## config.mk

```make
export PLATFORM = sky130hd
export DESIGN_NAME = run_ctrl_flat
export DESIGN_NICKNAME = d
export VERILOG_FILES = /design/src/rtl/run_ctrl_if.sv /design/src/rtl/run_ctrl.sv /design/src/flat_wrapper.sv
export SDC_FILE = /design/constraint.sdc
export NUM_CORES = 1
export LEC_CHECK = 0
export CORE_MARGIN = 2
export CORE_UTILIZATION = 48
export CTS_CLUSTER_DIAMETER = 100
export DETAILED_ROUTE_END_ITERATION = 10
export DONT_BUFFER_PORTS = 1
export REMOVE_ABC_BUFFERS = 1
export SLEW_MARGIN = 20
export SYNTH_ARGS = -nofsm -noshare
export SYNTH_HDL_FRONTEND = slang
export SYNTH_SLANG_ARGS = --single-unit
```

## constraint.sdc

```tcl
create_clock -name clk -period 5.9 [get_ports clk]
set_clock_uncertainty 0.1 [all_clocks]
set_input_delay 1.475 -clock clk [delete_from_list [all_inputs] [get_ports clk]]
set_output_delay 1.475 -clock clk [all_outputs]
set_load 0.02 [all_outputs]
```

## src/rtl/run_ctrl_if.sv

```systemverilog
// Start/done handshake and core-control signals between the run controller and its driver.
interface run_ctrl_if #(
  parameter int unsigned INSTR_WIDTH = 9,
  parameter int unsigned CNT_WIDTH   = 16
) ();
  logic                   start;
  logic [INSTR_WIDTH-1:0] instr;
  logic                   stall;
  logic                   core_init;
  logic                   pc_en;
  logic                   busy;
  logic                   done;
  logic                   timeout;
  logic [CNT_WIDTH-1:0]   instr_cnt;

  modport master (
    output start, instr, stall,
    input  core_init, pc_en, busy, done, timeout, instr_cnt
  );

  modport slave (
    input  start, instr, stall,
    output core_init, pc_en, busy, done, timeout, instr_cnt
  );
endinterface

```

## src/rtl/run_ctrl.sv

```systemverilog
// Run controller: holds the core in init while start is high, runs it until HALT or
// watchdog expiry, then reports done until the next start.
module run_ctrl #(
  parameter int unsigned            INSTR_WIDTH = 9,
  parameter int unsigned            CNT_WIDTH   = 16,
  parameter logic [INSTR_WIDTH-1:0] HALT_INSTR  = 9'h1FF,
  parameter logic [CNT_WIDTH-1:0]   MAX_CYCLES  = 16'hFFFF
) (
  input logic       clk,
  input logic       reset,
  run_ctrl_if.slave bus
);

  localparam logic [CNT_WIDTH-1:0] WdLast = MAX_CYCLES - CNT_WIDTH'(1);

  typedef enum logic [1:0] {StIdle, StInit, StRun, StDone} state_e;

  state_e               state_q, state_d;
  logic [CNT_WIDTH-1:0] cnt_q, cnt_d;
  logic [CNT_WIDTH-1:0] wd_q, wd_d;
  logic                 timeout_q, timeout_d;

  logic is_halt;
  logic legal;
  logic core_init, pc_en, busy, done;

  assign is_halt = (bus.instr == HALT_INSTR);

  always_comb begin
    state_d   = state_q;
    cnt_d     = cnt_q;
    wd_d      = wd_q;
    timeout_d = timeout_q;
    legal     = 1'b0;
    core_init = 1'b0;
    pc_en     = 1'b0;
    busy      = 1'b0;
    done      = 1'b0;
    case (state_q)
      StIdle: legal = 1'b1;
      StInit: begin
        legal     = 1'b1;
        core_init = 1'b1;
        cnt_d     = '0;
        wd_d      = '0;
        timeout_d = 1'b0;
        if (!bus.start) state_d = StRun;
      end
      StRun: begin
        legal = 1'b1;
        busy  = 1'b1;
        // Combinational so the PC never steps past a HALT.
        pc_en = !bus.stall && !is_halt;
        wd_d  = wd_q + CNT_WIDTH'(1);
        if (pc_en && (cnt_q != '1)) cnt_d = cnt_q + CNT_WIDTH'(1);
        if (is_halt && !bus.stall) begin
          state_d   = StDone;
          timeout_d = 1'b0;
        end else if (wd_q == WdLast) begin
          state_d   = StDone;
          timeout_d = 1'b1;
        end
      end
      StDone: begin
        legal = 1'b1;
        done  = 1'b1;
      end
      default: begin
        state_d   = StIdle;
        cnt_d     = '0;
        wd_d      = '0;
        timeout_d = 1'b0;
      end
    endcase
    // start wins from every legal state; clearing here makes the first INIT cycle show zeros.
    if (bus.start && legal) begin
      state_d   = StInit;
      cnt_d     = '0;
      wd_d      = '0;
      timeout_d = 1'b0;
    end
  end

  always_ff @(posedge clk) begin
    if (reset) begin
      state_q   <= StIdle;
      cnt_q     <= '0;
      wd_q      <= '0;
      timeout_q <= 1'b0;
    end else begin
      state_q   <= state_d;
      cnt_q     <= cnt_d;
      wd_q      <= wd_d;
      timeout_q <= timeout_d;
    end
  end

  assign bus.core_init = core_init;
  assign bus.pc_en     = pc_en;
  assign bus.busy      = busy;
  assign bus.done      = done;
  assign bus.timeout   = timeout_q;
  assign bus.instr_cnt = cnt_q;

endmodule
```

## src/flat_wrapper.sv

```systemverilog
// flat-port wrapper written by rule: the top's interface ports become plain ports
module run_ctrl_flat 
#(
  parameter int unsigned            INSTR_WIDTH = 9,
  parameter int unsigned            CNT_WIDTH   = 16,
  parameter logic [INSTR_WIDTH-1:0] HALT_INSTR  = 9'h1FF,
  parameter logic [CNT_WIDTH-1:0]   MAX_CYCLES  = 16'hFFFF
)
  (clk, reset, bus_start, bus_instr, bus_stall, bus_core_init, bus_pc_en, bus_busy, bus_done, bus_timeout, bus_instr_cnt);
  run_ctrl_if #(.INSTR_WIDTH(INSTR_WIDTH), .CNT_WIDTH(CNT_WIDTH)) bus_i ();
  input logic clk;
  input logic reset;
  input wire logic [$bits(bus_i.start)-1:0] bus_start;
  input wire logic [$bits(bus_i.instr)-1:0] bus_instr;
  input wire logic [$bits(bus_i.stall)-1:0] bus_stall;
  output wire logic [$bits(bus_i.core_init)-1:0] bus_core_init;
  output wire logic [$bits(bus_i.pc_en)-1:0] bus_pc_en;
  output wire logic [$bits(bus_i.busy)-1:0] bus_busy;
  output wire logic [$bits(bus_i.done)-1:0] bus_done;
  output wire logic [$bits(bus_i.timeout)-1:0] bus_timeout;
  output wire logic [$bits(bus_i.instr_cnt)-1:0] bus_instr_cnt;
  assign bus_i.start = bus_start;
  assign bus_i.instr = bus_instr;
  assign bus_i.stall = bus_stall;
  assign bus_core_init = bus_i.core_init;
  assign bus_pc_en = bus_i.pc_en;
  assign bus_busy = bus_i.busy;
  assign bus_done = bus_i.done;
  assign bus_timeout = bus_i.timeout;
  assign bus_instr_cnt = bus_i.instr_cnt;
  run_ctrl #(.INSTR_WIDTH(INSTR_WIDTH), .CNT_WIDTH(CNT_WIDTH), .HALT_INSTR(HALT_INSTR), .MAX_CYCLES(MAX_CYCLES)) u_core (.clk(clk), .reset(reset), .bus(bus_i));
endmodule
```

==> impl_metrics.yaml <==
critical_path:
  startpoint_type: "input port"
  cp_data_arrival_time_ns: 2.41
  regToRegStartpoint: "u_core.state_q[0]$_SDFFE_PP0P_"
  timing.critical_path.cells: "nand4_1 -> o31ai_2 -> buf_4 -> inv_1"
  timing.critical_path.slowest_cell_delay_ns: 0.32
  worst_setup_path_end_kind: "output pin"
  rr_endpoint: "u_core.bus.instr_cnt[12]$_SDFFE_PP0P_"
  worstPathRequired_ns: 4.32
  criticalPathCategory: "in2out"
  path_buf_inv: 2
  r2r_cells: 8
  cell_class_contributing_the_biggest_share_of_worst_path_delay: "buffers and inverters"
  crit_path_max_fo: 20
  r2r_setup_slack_ns: 3.37
  critPathSlowestCell: "sky130_fd_sc_hd__inv_1"
power:
  vdd.ir_drop.worst_uv: 114.6
  p_leak_nw: 0.6503
  power_per_cell_area_nw_per_um2: 242.9
route:
  via_count: 1855
  route.detailed.drc: 0
  average_wire_per_cell_in_the_routed_design_um: 16.51
  dr.pass1.iters: 4
  drt-initial-drc-count: 91
  post_drt_via_cell_ratio: 6.310
  wl_um: 4854
  antenna_left: 0
final_layout:
  drive_gt1_share_pct: 9.016
  finish.net_count: 262
  fin_area_um2: 2163
  layout_commonest_cell: "sky130_fd_sc_hd__dfxtp_1"
  layout.core_utilization_pct: 54.47
  antenna_cells: 0
  most-common-layout-cells: "35 x sky130_fd_sc_hd__dfxtp_1, 21 x sky130_fd_sc_hd__nand2_1, 21 x sky130_fd_sc_hd__nor2_1"
  flow.area_growth_from_synthesis_pct: 9.223
min_path:
  hold_path_depth: 2
  min_from: "u_core.wd_q[15]$_SDFFE_PP0P_"
  holdPathEnd: "u_core.wd_q[15]$_SDFFE_PP0P_"
  timing.hold.worst.class: "reg2reg"
die:
  placement_rows: 23
  die_h_um: 68.24
  die_area_um2: 4656
  core_um2: 3971
  fp.dieW_um: 68.24
  start_util_pct: 49.87
  num_io_pins: 34
grt:
  initial_antenna_violation_count: 0
  grt_first_pass_wirelength_um: 7969
  grt_util_all_layers_pct: 22.67
  grt_start_max_net_pins: 21
  gr-total-overflow: 0
  first_global_vias: 1737
yosys:
  synth_top_flop_cell: "sky130_fd_sc_hd__dfxtp_1"
  synth_seq_area_share_pct: 35.38
  synth.area.top_cells: "sky130_fd_sc_hd__dfxtp_1 35%, sky130_fd_sc_hd__nand2_1 4.0%, sky130_fd_sc_hd__nor2_1 4.0%, sky130_fd_sc_hd__ha_1 3.8%, sky130_fd_sc_hd__xnor2_1 3.5%"
  netlist_instances: 244
  synth_area_per_cell_um2: 8.117
  ys_warn_count: 0
  synth_top_area_cell: "sky130_fd_sc_hd__dfxtp_1"
  flops_latches_synth: 35
  synthArstFlopShare_pct: 0
  syn_area_um2: 1981
  synth_edf_count: 0
  synth_top_area_share_pct: 35.38
  synth.lib_cells_used.distinct: 48
timing:
  final.setup.worst_slack_ns: 1.912
  report.final.slew_viol_count: 0
  grt_setup_unrepaired: "false"
  max_slew.worst_pin.slew_ns: 0.9273
  fin_crit_sh_pct: 67.60
  final_hold_viol_count: 0
  timing.final.setup_violations: 0
  tns_ns: 0
  worst_slew_margin_rel_pct: 38.04
  timing.fmax_mhz: 250.7
  period_minus_slack_ns: 3.988
placed_design:
  place_ws_ns: 1.930
  gp_congestion: 0.8848
  placed_area_um2: 2027
  port-buffer-count: 0
  dp.final_hpwl_um: 3520
clocking:
  clock_tree_root_buffer_cell: "sky130_fd_sc_hd__clkbuf_8"
  maximum_clock_path_buffer_count: 2
  clock_tree_from_tritoncts: "built"
  cts-buffers-inserted: 5
  cts_setup_buffers: 0
  cts_hold_buffers: 0
  cts.reportedPaths.clkPinSlew_ns: 0.07
  cts-resized-gates: 0
  clock_sink_count: 35
  cts_htree_levels: 2
  clock_insertion_delay_worst_skew_ns: 0.29
outcome:
  status: "finished, final reports clean"
flow_run:
  maxCapViolCount: 0
-- cell usage after synthesis, drive strengths merged (3+ instances only) --
master / count
nor4: 11
inv: 13
a211oi: 4
clkbuf: 9
xnor2: 8
nand3: 11
nor3: 10
o31ai: 3
nor2: 21
a21oi: 10
or2: 3
nand4: 12
nand2: 21
o211ai: 7
or4b: 3
ha: 6
o21ai: 4
dfxtp: 35
o311ai: 5
nor2b: 3
or3: 10
xor2: 3
or4: 5
-- stage by stage --
stage               std cells  power, mW  hold slack (ns)
floorplan                 233     0.2638           0.3584
global placement          286     0.2707           0.3693
detailed placement        286     0.2719           0.3852
CTS                       294     0.5292           0.3950
global route              294     0.5432           0.4189
finish                    294     0.5254           0.3921
-- layout make-up --
type | instances | area (µm²)
fill | 355 | 1808
clock buffer | 5 | 68.82
clock inverter | 3 | 67.56
tap | 50 | 62.56
sequential | 35 | 700.7
timing repair buffer | 3 | 22.52
multi-input combinational | 185 | 1192
inverter | 13 | 48.80
-- worst max-delay path by stage --
stage | startpoint | to | slack, ns | cells after the start
floorplan | bus_instr[8] | bus_pc_en | 1.17 | 3
global placement | bus_instr[8] | bus_pc_en | 1.96 | 4
detailed placement | bus_instr[8] | bus_pc_en | 1.93 | 4
CTS | bus_instr[8] | bus_pc_en | 1.92 | 4
global route | bus_instr[8] | bus_pc_en | 1.85 | 4
finish | bus_instr[8] | bus_pc_en | 1.91 | 4
-- registers in the layout, summed over array words and instances (netlist names) --
name	cells
u_core.bus.instr_cnt	16
u_core.state_q	2
u_core.wd_q	16
u_core.bus.timeout	1
-- where the power goes --
group	leakage (nW)	switching (mW)	total (mW)	internal, mW
Combinational	0.304	0.0197	0.0282	0.00852
Clock	0.0644	0.0902	0.259	0.169
Sequential	0.282	0.00131	0.238	0.237
Total	0.650	0.111	0.525	0.414
-- metal layers --
metal | global-route usage [%] | wire [µm] | vias up
li1 | - | - | 911
met1 | 27.08 | 2096 | 891
met2 | 37.74 | 2418 | 43
met3 | 6.908 | 268 | 10
met4 | 9.250 | 70 | 0
met5 | 0 | 0 | -
-- worst register-to-register path, cell delays in order, from the launching register on --
cell	delay, ns
sky130_fd_sc_hd__dfxtp_1	0.34
sky130_fd_sc_hd__inv_1	0.08
sky130_fd_sc_hd__ha_1	0.45
sky130_fd_sc_hd__nor2b_1	0.22
sky130_fd_sc_hd__o31ai_2	0.08
sky130_fd_sc_hd__buf_4	0.20
sky130_fd_sc_hd__inv_1	0.47
sky130_fd_sc_hd__a41oi_1	0.22
sky130_fd_sc_hd__a211o_1	0.26
-- logic make-up (layout without fill, tap and decap cells) --
kind of cell,Yosys count,in the layout,synth area share (%)
AO/OA/AOI/OAI,46,46,16.62
XOR/XNOR,11,11,4.865
adder cells (fa/ha/maj),6,6,3.790
buffers and inverters,24,24,4.675
flip-flops,35,35,35.38
multiplexers,2,2,1.011
AND/OR/NAND/NOR,120,120,33.67
Power figures use the tool's default switching activity.
